**src/rtl/cp0_unit.sv**
```systemverilog
// Coprocessor-0 register bank and exception sequencer: Count/Compare timer,
// Status, Cause, EPC, MFC0 read mux and fetch redirect on interrupt/syscall/eret.
module cp0_unit (
  input  logic        clk,
  input  logic        rst_n,
  input  logic        CP0RE,
  input  logic [4:0]  CP0RAddr,
  input  logic        CP0WE,
  input  logic [4:0]  CP0WAddr,
  input  logic [31:0] WData,
  input  logic        ExcSyscall,
  input  logic        ExcEret,
  input  logic [31:0] PC,
  input  logic [5:0]  IntIn,
  output logic [31:0] RData,
  output logic        ExcTaken,
  output logic [31:0] ExcPC,
  output logic [31:0] StatusOut,
  output logic [31:0] CauseOut,
  output logic [31:0] EPCOut,
  output logic        TimerInt
);

  localparam logic [31:0] HANDLER_ADDR = 32'h0000_4180;
  localparam logic [4:0]  REG_COUNT    = 5'd9;
  localparam logic [4:0]  REG_COMPARE  = 5'd11;
  localparam logic [4:0]  REG_STATUS   = 5'd12;
  localparam logic [4:0]  REG_CAUSE    = 5'd13;
  localparam logic [4:0]  REG_EPC      = 5'd14;
  localparam logic [4:0]  EXC_SYSCALL  = 5'd8;
  localparam logic [4:0]  EXC_INT      = 5'd0;

  logic [31:0] count_q, count_d;
  logic [31:0] compare_q, compare_d;
  logic [7:0]  im_q, im_d;
  logic        exl_q, exl_d;
  logic        ie_q, ie_d;
  logic [5:0]  ip_hw_q, ip_hw_d;
  logic [1:0]  ip_sw_q, ip_sw_d;
  logic [4:0]  exccode_q, exccode_d;
  logic [31:0] epc_q, epc_d;
  logic        timer_q, timer_d;

  logic [31:0] status_s;
  logic [31:0] cause_s;
  logic        intreq_s;
  logic        exc_int_s;
  logic        exc_sys_s;
  logic        exc_eret_s;
  logic        wr_en_s;

  assign status_s = {16'h0000, im_q, 6'b000000, exl_q, ie_q};
  assign cause_s  = {16'h0000, ip_hw_q, ip_sw_q, 1'b0, exccode_q, 2'b00};

  // Exception decode: interrupt beats syscall beats eret, and squashes MTC0
  always_comb begin
    intreq_s   = ie_q & ~exl_q & (|({ip_hw_q, ip_sw_q} & im_q));
    exc_int_s  = intreq_s;
    exc_sys_s  = ~intreq_s & ExcSyscall;
    exc_eret_s = ~intreq_s & ~ExcSyscall & ExcEret;
    wr_en_s    = CP0WE & ~intreq_s;
  end

  // MFC0 read mux and fetch redirect
  always_comb begin
    RData    = 32'h0000_0000;
    ExcTaken = 1'b0;
    ExcPC    = 32'h0000_0000;
    if (CP0RE) begin
      case (CP0RAddr)
        REG_COUNT:   RData = count_q;
        REG_COMPARE: RData = compare_q;
        REG_STATUS:  RData = status_s;
        REG_CAUSE:   RData = cause_s;
        REG_EPC:     RData = epc_q;
        default:     RData = 32'h0000_0000;
      endcase
    end else begin
      RData = 32'h0000_0000;
    end
    if (exc_int_s || exc_sys_s) begin
      ExcTaken = 1'b1;
      ExcPC    = HANDLER_ADDR;
    end else if (exc_eret_s) begin
      ExcTaken = 1'b1;
      ExcPC    = epc_q;
    end else begin
      ExcTaken = 1'b0;
      ExcPC    = 32'h0000_0000;
    end
  end

  // Next-state for the timer, hardware IP sampling and software writes
  always_comb begin
    count_d   = count_q + 32'd1;
    compare_d = compare_q;
    im_d      = im_q;
    exl_d     = exl_q;
    ie_d      = ie_q;
    ip_hw_d   = {timer_q | IntIn[5], IntIn[4:0]};
    ip_sw_d   = ip_sw_q;
    exccode_d = exccode_q;
    epc_d     = epc_q;
    timer_d   = timer_q;

    // A Compare write clears pending and wins over a same-cycle match
    if (wr_en_s && (CP0WAddr == REG_COMPARE)) begin
      timer_d = 1'b0;
    end else if ((count_q == compare_q) && (compare_q != 32'h0000_0000)) begin
      timer_d = 1'b1;
    end else begin
      timer_d = timer_q;
    end

    if (wr_en_s) begin
      case (CP0WAddr)
        REG_COUNT:   count_d   = WData;
        REG_COMPARE: compare_d = WData;
        REG_STATUS: begin
          if (!exc_sys_s && !exc_eret_s) begin
            im_d  = WData[15:8];
            exl_d = WData[1];
            ie_d  = WData[0];
          end else begin
            im_d  = im_q;
          end
        end
        REG_CAUSE:   ip_sw_d   = WData[9:8];
        REG_EPC:     epc_d     = WData;
        default:     count_d   = count_q + 32'd1;
      endcase
    end else begin
      count_d = count_q + 32'd1;
    end

    // Exception side effects are applied last so they override MTC0
    if (exc_int_s) begin
      epc_d     = PC;
      exccode_d = EXC_INT;
      exl_d     = 1'b1;
    end else if (exc_sys_s) begin
      exccode_d = EXC_SYSCALL;
      exl_d     = 1'b1;
      if (!exl_q) begin
        epc_d = PC;
      end else begin
        epc_d = epc_q;
      end
    end else if (exc_eret_s) begin
      exl_d = 1'b0;
    end else begin
      exl_d = exl_d;
    end
  end

  // State registers
  always_ff @(posedge clk or negedge rst_n) begin
    if (!rst_n) begin
      count_q   <= 32'h0000_0000;
      compare_q <= 32'h0000_0000;
      im_q      <= 8'h00;
      exl_q     <= 1'b0;
      ie_q      <= 1'b0;
      ip_hw_q   <= 6'b000000;
      ip_sw_q   <= 2'b00;
      exccode_q <= 5'd0;
      epc_q     <= 32'h0000_0000;
      timer_q   <= 1'b0;
    end else begin
      count_q   <= count_d;
      compare_q <= compare_d;
      im_q      <= im_d;
      exl_q     <= exl_d;
      ie_q      <= ie_d;
      ip_hw_q   <= ip_hw_d;
      ip_sw_q   <= ip_sw_d;
      exccode_q <= exccode_d;
      epc_q     <= epc_d;
      timer_q   <= timer_d;
    end
  end

  assign StatusOut = status_s;
  assign CauseOut  = cause_s;
  assign EPCOut    = epc_q;
  assign TimerInt  = timer_q;

endmodule
```
**config.mk**
```make
export PLATFORM = sky130hd
export DESIGN_NAME = cp0_unit
export DESIGN_NICKNAME = d
export VERILOG_FILES = /design/src/rtl/cp0_unit.sv
export SDC_FILE = /design/constraint.sdc
export NUM_CORES = 1
export LEC_CHECK = 0
export BUFFER_PORTS_ARGS = -buffer_cell sky130_fd_sc_hd__buf_2
export CELL_PAD_IN_SITES_DETAIL_PLACEMENT = 0
export CELL_PAD_IN_SITES_GLOBAL_PLACEMENT = 1
export CORE_MARGIN = 4
export CORE_UTILIZATION = 35
export DETAILED_ROUTE_END_ITERATION = 8
export PLACE_DENSITY = 0.79
export SLEW_MARGIN = 0
export SYNTH_ARGS = -nofsm -noshare
export SYNTH_HDL_FRONTEND = slang
export SYNTH_SLANG_ARGS = --single-unit
```
**constraint.sdc**
```tcl
create_clock -name clk -period 1.65 [get_ports clk]
set_input_delay 0.33 -clock clk [delete_from_list [all_inputs] [get_ports clk]]
set_output_delay 0.33 -clock clk [all_outputs]
set_load 0.005 [all_outputs]
```
Word level (Yosys, flattened, before mapping). Index checks and enable logic that the tools add are counted.

Bits in registers: 120. Latch bits: 0. RAM bits: 0. Memory bits (read-only): 0. Bits of input ports: 86. Output and inout port bits: 162. Word-level logic and storage cells: 77. Memories: 0.

Add/subtract/negate cells: 1. Multipliers: 0. Divide/modulo/power cells: 0. $lt $le $gt $ge: 0. Equal/unequal tests: 12. Shift operators: 0. Mux-type cells: 23. Bitwise logic cells: 11. Reductions and logical operators: 20.

Operator list (number): 32-bit two-way mux (10); 32-bit one-hot mux with 5 select lines (1); 5-bit by 4-bit equality test with 1-bit output, second input constant (10); 32-bit by 1-bit adder with 32-bit output, second input constant (1); 32-bit equality test (1); 32-bit nonzero test (1); 4-bit nonzero test (3); 1-bit two-way mux (10); 5-bit two-way mux (2); 3-bit AND reduction (3); 8-bit bitwise AND (1); 8-bit OR reduction (1); 1-bit bitwise AND (6); 3-bit nonzero test (2); 2-bit AND reduction (2); 2-bit nonzero test (2); 1-bit logical AND (3); 3-bit != test, second input constant (1); 1-bit NOT (3); 1-bit zero test (2); 1-bit logical OR (1); 1-bit OR (1).

Logic depth before layout (Yosys ltp). Gate-level depths: netlist (run 1).

Word-level depth: 14. Mapped depth: 7. Gate-level depth less buffers: 6.

Least setup slack after synthesis (run 1). OpenSTA, ideal clock, no wires.

Path kind: register to register. Start point: register im_q[2]. End point: register ie_q. Setup time: 0.125 ns. Arrival: 1.752 ns. Data required time: 1.525 ns. Path slack: -0.227 ns. Cell stages (with the launch flop): 6. Path buffers: 0. Period minus slack after synthesis: 1.877 ns. Cell sequence: dfrtp_1 a22oi_2 a41oi_4 or3_4 nor2_8 mux2_2.

Longest elaborated chain between the ends: 9. Elaborated cells on any way between the ends: 12. Classes of those cells: 7 x bitwise; 5 x reduce/logical.

Ends and longest elaborated chain: start: declaration (line 35) `logic [7:0] im_q, im_d;`; start signal: assignment (line 172) `im_q <= im_d;`; 8-bit bitwise AND (*) (line 57) `intreq_s = ie_q & ~exl_q & (|({ip_hw_q, ip_sw_q} & im_q));`; 8-bit OR reduction (*) (line 57); 1-bit bitwise AND (*) (line 57); 1-bit NOT (*) (line 59, 60, 61); 1-bit bitwise AND (2 in series) (line 60) `exc_eret_s = ~intreq_s & ~ExcSyscall & ExcEret;`; 1-bit zero test (line 120) `if (!exc_sys_s && !exc_eret_s) begin`; 1-bit logical AND (line 120); 3-bit AND reduction (no line) (*); end signal: assignment (line 174) `ie_q <= ie_d;`; end: declaration (line 37) `logic ie_q, ie_d;`.

Every way passes the cells marked *; elsewhere a longest branch is shown, timed or not. A chain may end at the register's enable or synchronous reset.

Worst setup path in the final report (run 1).
Start point: register im_q[0]. End point: output port ExcPC[3].

Longest elaborated chain between the ends: 8. Elaborated cells on any way between the ends: 10. Classes of those cells: 2 x mux; 6 x bitwise; 2 x reduce/logical.

Ends and longest elaborated chain: 8-bit bitwise AND (*) (line 57); 8-bit OR reduction (*) (line 57); 1-bit bitwise AND (*) (line 57); 1-bit NOT (line 59, 60); 1-bit bitwise AND (2 in series) (line 60); 32-bit two-way mux (line 84) `end else if (exc_eret_s) begin`; 32-bit two-way mux (*) (line 81) `if (exc_int_s || exc_sys_s) begin`; end: declaration (line 17) `output logic [31:0] ExcPC,`.

Marked as above.

==> results.txt, run 1 <==
Leakage -> 0.00540 uW
syn avg cell area -> 9.74 um2
Hold Crit Class -> in2reg
post-route cell area -> 11200 um2
CP Launch Type -> flip-flop
placed cell count -> 1272
Post-synth EDFFs -> 0
pre-CTS setup slack -> -0.464 ns
final WL -> 27500 um
clk slew on worst S/H paths -> 0.05 ns
Max Cap Viol -> 0
Syn. warnings -> 0
PwrDens -> 1110 nW/um2
ant diodes -> 0
critical path's top delay family -> compound AO/OA/AOI/OAI gates
crit-path max cell delay -> 0.38 ns
fin crit share -> 146%
largest net degree at the start of global routing -> 54
failing checks -> setup timing
Worst path slowest cell -> dfrtp_1
layout cells sized above 1 -> 50.4%
clock sinks -> 116
initial antenna violation count -> 0
DRT Pass-1 Iters -> 4
# setup viols final -> 173
worst setup margin -> -0.761 ns
Via density -> 5.19
achievable frequency -> 415 MHz
status -> finished with violations
minimum clock period -> 2.41 ns
Synth Register Bits -> 116
Routed Antenna Nets -> 0
row cnt -> 52
global router's overall resource usage -> 22.7%
GPL Wtd Cong -> 0.933
area fraction of the dominant cell type after synthesis -> 39.5%
final setup TNS -> -97.95 ns
area leader, netlist -> dfrtp_1
Seq/Total Area, Yosys -> 39.5%
Core Area -> 20400 um2
io pins -> 248
area of the multi-input gates -> 4410 um2
Mapped Cells -> 754
Root Driver -> clkbuf_16
Final #Nets -> 1179
Register Area -> 2910 um2
DR DRC count -> 0
Final Non-Filler Cells -> 1375
routed vias -> 7132
max-slew violation count -> 0
vias in the first global route -> 7231
Initial Util -> 35.9%
final hold vios -> 0
main flop type after synthesis -> dfrtp_1
Design Power -> 12500 uW
htree depth -> 4
CP bufs+invs -> 2
Max VDD drop -> 0.816 mV
worst-path cell chain -> a22oi_2, a41oi_4, nor2_2, buf_12, and3_1, buf_2
RSZ-0062 raised after global routing -> true
Worst Path Max Fanout -> 33
first-iteration detailed-routing DRC count -> 445
port buffer count -> 202
Die X-Extent -> 153 um
die area -> 23400 um2
Arr. time, crit path -> 2.08 ns
Clk Latency, worst-skew pair -> 0.43 ns
Clock Skew -> 0.0185 ns
clk buf depth -> 2
synth-to-layout area growth -> 53.0%
first-pass GRT wire length -> 42100 um
FILL cells -> 1787
Post-DP HPWL -> 18800 um
FFs w/ async S/R, synth -> 100%
die height -> 153 um
commonest non-fill, non-tap cell in the layout -> buf_2
WS Path Type -> reg2out
CTS tree -> yes
post-synth cell types -> 46
CTS Buf Count -> 17
Setup crit end kind -> output port
dpl cell area -> 9280 um2
Netlist Area Pre-Place -> 7340 um2
total congestion overflow -> 0
DR WL/cell -> 20.0 um
most frequent cells in the layout -> 198 x buf_2, 113 x dfrtp_1, 102 x buf_4
Crit path required time -> 1.32 ns
dominant cells by area after synthesis -> dfrtp_1 40%, mux2_2 6.7%, mux2_4 5.9%
## sequential cells by signal, summed over array words and instances, names as in the netlist
name and flops:
ip_sw_q 2, exl_q 1, TimerInt 1, im_q 8, ie_q 1, count_q 32, EPCOut 32, exccode_q 1
ip_hw_q 6, compare_q 32
## routing by layer
| layer | GRT usage [%] | vias up | part of all wire [%] |
|---|---|---|---|
| li1 | - | 3300 | - |
| met1 | 30.9 | 3537 | 44 |
| met2 | 36.7 | 268 | 48 |
| met3 | 5.29 | 27 | 6.4 |
| met4 | 5.52 | 0 | 1.5 |
| met5 | 0 | - | 0 |
## per-stage QoR
stage	hold WS [ns]	util, %
5_1_grt	-0.000197	55.0
4_1_cts	0.000617	53.1
2_1_floorplan	0.0344	-
3_3_place_gp	0.209	45.4
3_5_place_dp	0.210	45.4
6_report	0.0117	55.0
## path summary, 6_finish.rpt
path	cells past startpoint	endpoint	start	slack, ns
setup / recovery	6	ExcPC[3]	im_q[0]$_DFFE_PN0P_	-0.76
min in group asynchronous	2	EPCOut[26]$_DFFE_PN0P_	rst_n	0.32
hold reg to reg	1	ip_hw_q[5]$_DFF_PN0_	TimerInt$_DFFE_PN0P_	0.51
hold / removal	1	ip_hw_q[1]$_DFF_PN0_	IntIn[1]	0.01
setup reg to reg	9	compare_q[18]$_DFFE_PN0P_	im_q[0]$_DFFE_PN0P_	-0.73
max in group asynchronous	3	compare_q[15]$_DFFE_PN0P_	rst_n	0.77
## logic make-up after synthesis
group | count (synthesis) | synth area share (%)
AND/OR/NAND/NOR | 234 | 16.8
adder cells (fa/ha/maj) | 1 | 0.170
XOR/XNOR | 62 | 7.40
flip-flops | 116 | 39.5
AO/OA/AOI/OAI | 158 | 14.7
multiplexers | 74 | 12.8
other | 1 | 0.0511
buffers and inverters | 108 | 8.52
## power by group
part | switching, uW | total (uW) | internal, uW
registers | 656 | 4130 | 3470
clock network | 1330 | 3760 | 2440
logic | 1950 | 4590 | 2630
## synth_stat cells (2+ instances only)
cell type / number
nand4_1: 14
a22oi_2: 4
and2_1: 3
nand2_1: 84
nor2b_1: 4
a21oi_1: 12
buf_6: 3
a2bb2oi_1: 32
nor3_1: 8
xor2_1: 45
nor4_1: 20
clkbuf_1: 37
buf_2: 16
a22oi_1: 38
nand2b_1: 3
xnor2_1: 17
o21ai_1: 10
or2_2: 3
nand3_1: 14
buf_4: 47
and3_1: 36
and4_1: 4
dfrtp_1: 116
a22o_1: 2
nor2_1: 32
inv_1: 4
mux2_4: 29
a32oi_1: 2
o21ai_0: 55
mux2_2: 44
## cell type report
| type | instances | share of cell area (%) |
|---|---|---|
| inverter | 4 | 0.134 |
| clock buffer | 22 | 4.13 |
| clock inverter | 10 | 1.16 |
| timing repair buffer | 378 | 26.5 |
| multi-input combinational | 575 | 39.2 |
| sequential | 116 | 25.9 |
| tap | 270 | 3.01 |
## what timing repair did
| action | 4_1_cts | 5_1_grt |
|---|---|---|
| hold buffers | 1 | 1 |
| gates cloned | 8 | 2 |
| endpoints found under the setup margin | 173 | 173 |
| hold endpoints to repair | 10 | 1 |
| gates resized for setup | 109 | 46 |
| pin swaps | 44 | 43 |
| buffers inserted | 37 | 25 |
(Power assumes the default switching activity.)
==> inputs of run 2 (changes only) <==
--- a/config.mk
+++ b/config.mk
@@ -8,11 +8,10 @@
 export BUFFER_PORTS_ARGS = -buffer_cell sky130_fd_sc_hd__buf_2
 export CELL_PAD_IN_SITES_DETAIL_PLACEMENT = 0
 export CELL_PAD_IN_SITES_GLOBAL_PLACEMENT = 1
-export CORE_MARGIN = 4
 export CORE_UTILIZATION = 35
 export DETAILED_ROUTE_END_ITERATION = 8
 export PLACE_DENSITY = 0.79
-export SLEW_MARGIN = 0
+export SKIP_CTS_REPAIR_TIMING = 1
 export SYNTH_ARGS = -nofsm -noshare
 export SYNTH_HDL_FRONTEND = slang
 export SYNTH_SLANG_ARGS = --single-unit
==> run 2 against run 1 <==
  * The flow still finishes with violations (setup timing)
  * Critical path type unchanged
  * Largest power group unchanged
  * Clock-buffer cell count is 5 lower
  * Sequential power hardly changed
  * Clock power is 2% higher
  * Non-clock buffer count is 8 higher
  * Global-route usage is 0.30 points lower
  * Critical path depth stayed put
  * Maximum frequency is 1.8% higher
  * Design area is 1.6% lower
  * Wire length is 1.8% lower
  * Clock skew is 0.0071 ns lower
  * Combinational power hardly changed
  * Sequential share of layout area is 0.48 points higher
  * Critical endpoint is now ExcPC[6]
==> results.txt, run 2 (synthesis results as in run 1) <==
Via density -> 5.20
port buffer count -> 202
PwrDens -> 1130 nW/um2
total congestion overflow -> 0
Levels on crit path -> 6
die area -> 21600 um2
worst hold stages -> 1
Setup crit end kind -> output port
final hold vios -> 0
Hold Crit Class -> in2reg
Final Non-Filler Cells -> 1381
ant diodes -> 0
CP Launch Type -> flip-flop
hold slack -> 0.0166 ns
Post-DP HPWL -> 18200 um
initial antenna violation count -> 0
Arr. time, crit path -> 2.04 ns
Clock Skew -> 0.0113 ns
FILL cells -> 1816
minimum clock period -> 2.37 ns
first-iteration detailed-routing DRC count -> 492
dpl cell area -> 9310 um2
Comb power frac -> 36.6%
commonest non-fill, non-tap cell in the layout -> buf_2
fin crit share -> 143%
FF-to-FF Start -> im_q[5]$_DFFE_PN0P_
Worst Path Max Fanout -> 18
Worst path slowest cell -> dfrtp_1
clk slew on worst S/H paths -> 0.06 ns
Clk Latency, worst-skew pair -> 0.43 ns
CTS Buf Count -> 17
Post-Route Utilization -> 54.1%
row cnt -> 52
most frequent cells in the layout -> 199 x buf_2, 122 x buf_4, 107 x dfrtp_1
Sw Share -> 32.3%
WS Path Type -> reg2out
Max Cap Viol -> 0
Design Power -> 12500 uW
die height -> 147 um
CTS tree -> yes
min-delay src -> IntIn[3]
achievable frequency -> 423 MHz
global router's overall resource usage -> 22.4%
htree depth -> 4
CP bufs+invs -> 2
Root Driver -> clkbuf_16
io pins -> 248
DRT Pass-1 Iters -> 4
Initial Util -> 35.9%
Reg2Reg Depth -> 11
Final #Nets -> 1186
NetSw -> 4040 uW
clock share of power -> 30.5%
DR DRC count -> 0
RSZ-0062 raised after global routing -> true
max-slew violation count -> 0
GPL Wtd Cong -> 0.910
largest net degree at the start of global routing -> 39
Max VDD drop -> 0.796 mV
DR WL/cell -> 19.6 um
Reg power frac -> 32.8%
Core Area -> 20400 um2
Leakage -> 0.00533 uW
post-route cell area -> 11100 um2
crit path launch -> im_q[5]$_DFFE_PN0P_
placed cell count -> 1277
vias in the first global route -> 6474
first-pass GRT wire length -> 36800 um
routed vias -> 7188
Die X-Extent -> 147 um
critical path's top delay family -> compound AO/OA/AOI/OAI gates
clock sinks -> 116
layout cells sized above 1 -> 50.2%
Internal Power -> 8490 uW
worst-path cell chain -> a22oi_2, a41oi_4, nor2_4, buf_12, and3_1, buf_2
Crit path required time -> 1.32 ns
Routed Antenna Nets -> 0
failing checks -> setup timing
synth-to-layout area growth -> 50.6%
worst setup margin -> -0.717 ns
crit-path max cell delay -> 0.39 ns
final WL -> 27000 um
# setup viols final -> 173
status -> finished with violations
clk buf depth -> 2
==> run 2: path summary, 6_finish.rpt <==
kind,endpoint,slack [ns]
worst max-delay path,ExcPC[6],-0.72
worst min-delay path,ip_hw_q[3]$_DFF_PN0_,0.02
worst max register to register,EPCOut[20]$_DFFE_PN0P_,-0.52
worst min register to register,ip_hw_q[5]$_DFF_PN0_,0.53
max in group asynchronous,count_q[15]$_DFF_PN0_,0.73
min in group asynchronous,compare_q[1]$_DFFE_PN0P_,0.37
==> run 2: per-layer routing <==
| metal | GRT usage, % | part of all wire (%) |
|---|---|---|
| met1 | 30.7 | 45 |
| met2 | 35.9 | 47 |
| met3 | 3.66 | 5.9 |
| met4 | 7.24 | 2.0 |
| met5 | 0 | 0 |
==> run 2: metrics by stage <==
stage | TNS (ns) | setup WS, ns
5_1_grt | -88.04 | -0.797
3_5_place_dp | -45.96 | -0.417
4_1_cts | -66.89 | -0.777
2_1_floorplan | -17.13 | -0.222
3_3_place_gp | -40.72 | -0.369
6_report | -76.53 | -0.717
==> run 2: cell type report <==
type	instances	area, um2	area share [%]
clock buffer	17	425	3.85
clock inverter	14	178	1.61
sequential	116	2910	26.4
tap	270	338	3.06
multi-input combinational	574	4280	38.7
timing repair buffer	386	2910	26.3
inverter	4	15.0	0.136
==> run 2: power by group through the flow <==
stage / sequential [uW] / combinational [uW] / clock, uW
floorplan: 4070 / 1990 / 0
detailed placement: 4160 / 3500 / 0
global placement: 4130 / 3460 / 0
CTS: 4120 / 3530 / 3870
global route: 4190 / 4890 / 4000
finish: 4110 / 4590 / 3830
==> inputs of run 3 (changes only) <==
--- a/config.mk
+++ b/config.mk
@@ -8,9 +8,10 @@
 export BUFFER_PORTS_ARGS = -buffer_cell sky130_fd_sc_hd__buf_2
 export CELL_PAD_IN_SITES_DETAIL_PLACEMENT = 0
 export CELL_PAD_IN_SITES_GLOBAL_PLACEMENT = 1
-export CORE_UTILIZATION = 35
+export CORE_UTILIZATION = 38
 export DETAILED_ROUTE_END_ITERATION = 8
-export PLACE_DENSITY = 0.79
+export PLACE_DENSITY = 0.82
+export RECOVER_POWER = 50
 export SKIP_CTS_REPAIR_TIMING = 1
 export SYNTH_ARGS = -nofsm -noshare
 export SYNTH_HDL_FRONTEND = slang
==> constraint.sdc (replaced) <==
create_clock -name clk -period 2.68 [get_ports clk]
set_input_delay 0.536 -clock clk [delete_from_list [all_inputs] [get_ports clk]]
set_output_delay 0.536 -clock clk [all_outputs]
set_load 0.005 [all_outputs]
==> run 3 against run 2 <==
  * The flow now finishes without violations
  * Die area down 7.8%
  * Sequential cell count unchanged
  * Clock-buffer cell count up 3
  * Critical path depth down 1
  * Wire length down 11%
  * Combinational power down 66%
  * Sequential share of layout area up 5.7 points
  * Cell count down 13%
  * Worst hold slack better by 0.20 ns
  * Worst setup slack better by 0.83 ns
  * Clock power down 38%
  * Clock skew down 0.0010 ns
  * Critical path type unchanged
==> results.txt, run 3 (synthesis results as in run 1) <==
status -> complete, no violations
global router's overall resource usage -> 24.4%
DR WL/cell -> 19.9 um
clk slew on worst S/H paths -> 0.06 ns
clk buf depth -> 2
die height -> 141 um
initial antenna violation count -> 0
Max Cap Viol -> 0
Crit path required time -> 2.14 ns
Arr. time, crit path -> 2.03 ns
Slew headroom -> 30.5%
htree depth -> 4
GPL Wtd Cong -> 0.853
met3 Resource Use GR -> 4.59%
GR Layer Usage met1 -> 34.5%
clock sinks -> 116
minimum clock period -> 2.57 ns
Worst path slowest cell -> dfrtp_1
worst setup margin -> 0.109 ns
Initial Util -> 39.0%
die area -> 19900 um2
# setup viols final -> 0
first-iteration detailed-routing DRC count -> 603
final WL -> 24000 um
first-pass GRT wire length -> 36500 um
total congestion overflow -> 0
DRT Pass-1 Iters -> 8
row cnt -> 50
Routed Antenna Nets -> 0
Post-DP HPWL -> 17400 um
most frequent cells in the layout -> 180 x buf_2, 116 x dfrtp_1, 84 x nand2_1
commonest non-fill, non-tap cell in the layout -> buf_2
Post-Route Utilization -> 48.1%
Hold Crit Class -> in2reg
Max VDD drop -> 0.489 mV
largest net degree at the start of global routing -> 88
crit-path max cell delay -> 0.42 ns
layout cells sized above 1 -> 33.6%
Setup crit end kind -> output port
WS Path Type -> reg2out
Worst Path Max Fanout -> 5
synth-to-layout area growth -> 23.5%
io pins -> 248
Clock Skew -> 0.0103 ns
Via density -> 5.33
met2 Use GR -> 37.1%
pre-CTS setup slack -> 0.345 ns
DR DRC count -> 0
GRT Max-Usage Layer -> met2
ant diodes -> 0
Clk Latency, worst-skew pair -> 0.42 ns
CP Launch Type -> flip-flop
PwrDens -> 738 nW/um2
fin crit share -> 95.9%
vias in the first global route -> 6147
Final #Nets -> 1022
routed vias -> 6432
max-slew violation count -> 0
Tightest Pin Transition -> 1.04 ns
CTS Buf Count -> 17
achievable frequency -> 389 MHz
worst-path cell chain -> a22oi_2, a41oi_4, buf_4, or3_4, buf_2
RSZ-0062 raised after global routing -> false
Die X-Extent -> 141 um
final hold vios -> 0
Core Area -> 18800 um2
Design Power -> 6690 uW
Leakage -> 0.00423 uW
Root Driver -> clkbuf_16
port buffer count -> 202
CTS tree -> yes
run 3: where the power goes:
part / switching, uW / leakage, uW / internal (uW)
clock network: 802 / 0.000288 / 1560
logic: 729 / 0.00255 / 827
registers: 638 / 0.00140 / 2130
run 3: critical path: cells and delay by family, from the launching register on:
| kind | cells | cell delay, ns |
|---|---|---|
| AO/OA/AOI/OAI | 2 | 0.48 |
| buffers and inverters | 2 | 0.35 |
| flip-flops | 1 | 0.42 |
| AND/OR/NAND/NOR | 1 | 0.37 |
run 3: area by class of cell:
type / instances / area [um2]
multi-input cells: 574 / 4000
well taps: 260 / 325
clock inverters: 10 / 158
repair buffers: 222 / 1220
flip-flops and latches: 116 / 2900
fillers: 1812 / 9760
inverters: 4 / 15.0
clock buffers: 20 / 447
run 3: per-layer routing:
| metal | part of all wire (%) | wire length (um) |
|---|---|---|
| met5 | 0 | 0 |
| met4 | 2.1 | 499 |
| met3 | 6.0 | 1450 |
| met2 | 47 | 11200 |
| met1 | 45 | 10900 |
run 3: metrics by stage:
step | instance area, um2 | TNS, ns | hold WS (ns) | cells
finish | 9070 | 0 | 0.214 | 1206
floorplan | 7510 | 0 | 0.240 | 798
detailed placement | 8470 | 0 | 0.396 | 1174
CTS | 9080 | -0.0250 | -0.0473 | 1204
global placement | 8470 | 0 | 0.397 | 1174
global route | 9070 | 0 | 0.211 | 1206
run 3: path summary, 6_finish.rpt:
kind,cells after the start,start,end,slack (ns)
worst max-delay path,5,im_q[3]$_DFFE_PN0P_,ExcTaken,0.11
worst min-delay path,1,IntIn[3],ip_hw_q[3]$_DFF_PN0_,0.21
worst max register to register,7,im_q[3]$_DFFE_PN0P_,compare_q[23]$_DFFE_PN0P_,0.32
worst min register to register,1,TimerInt$_DFFE_PN0P_,ip_hw_q[5]$_DFF_PN0_,0.53
max in group asynchronous,3,rst_n,EPCOut[8]$_DFFE_PN0P_,0.55
min in group asynchronous,2,rst_n,EPCOut[22]$_DFFE_PN0P_,0.72
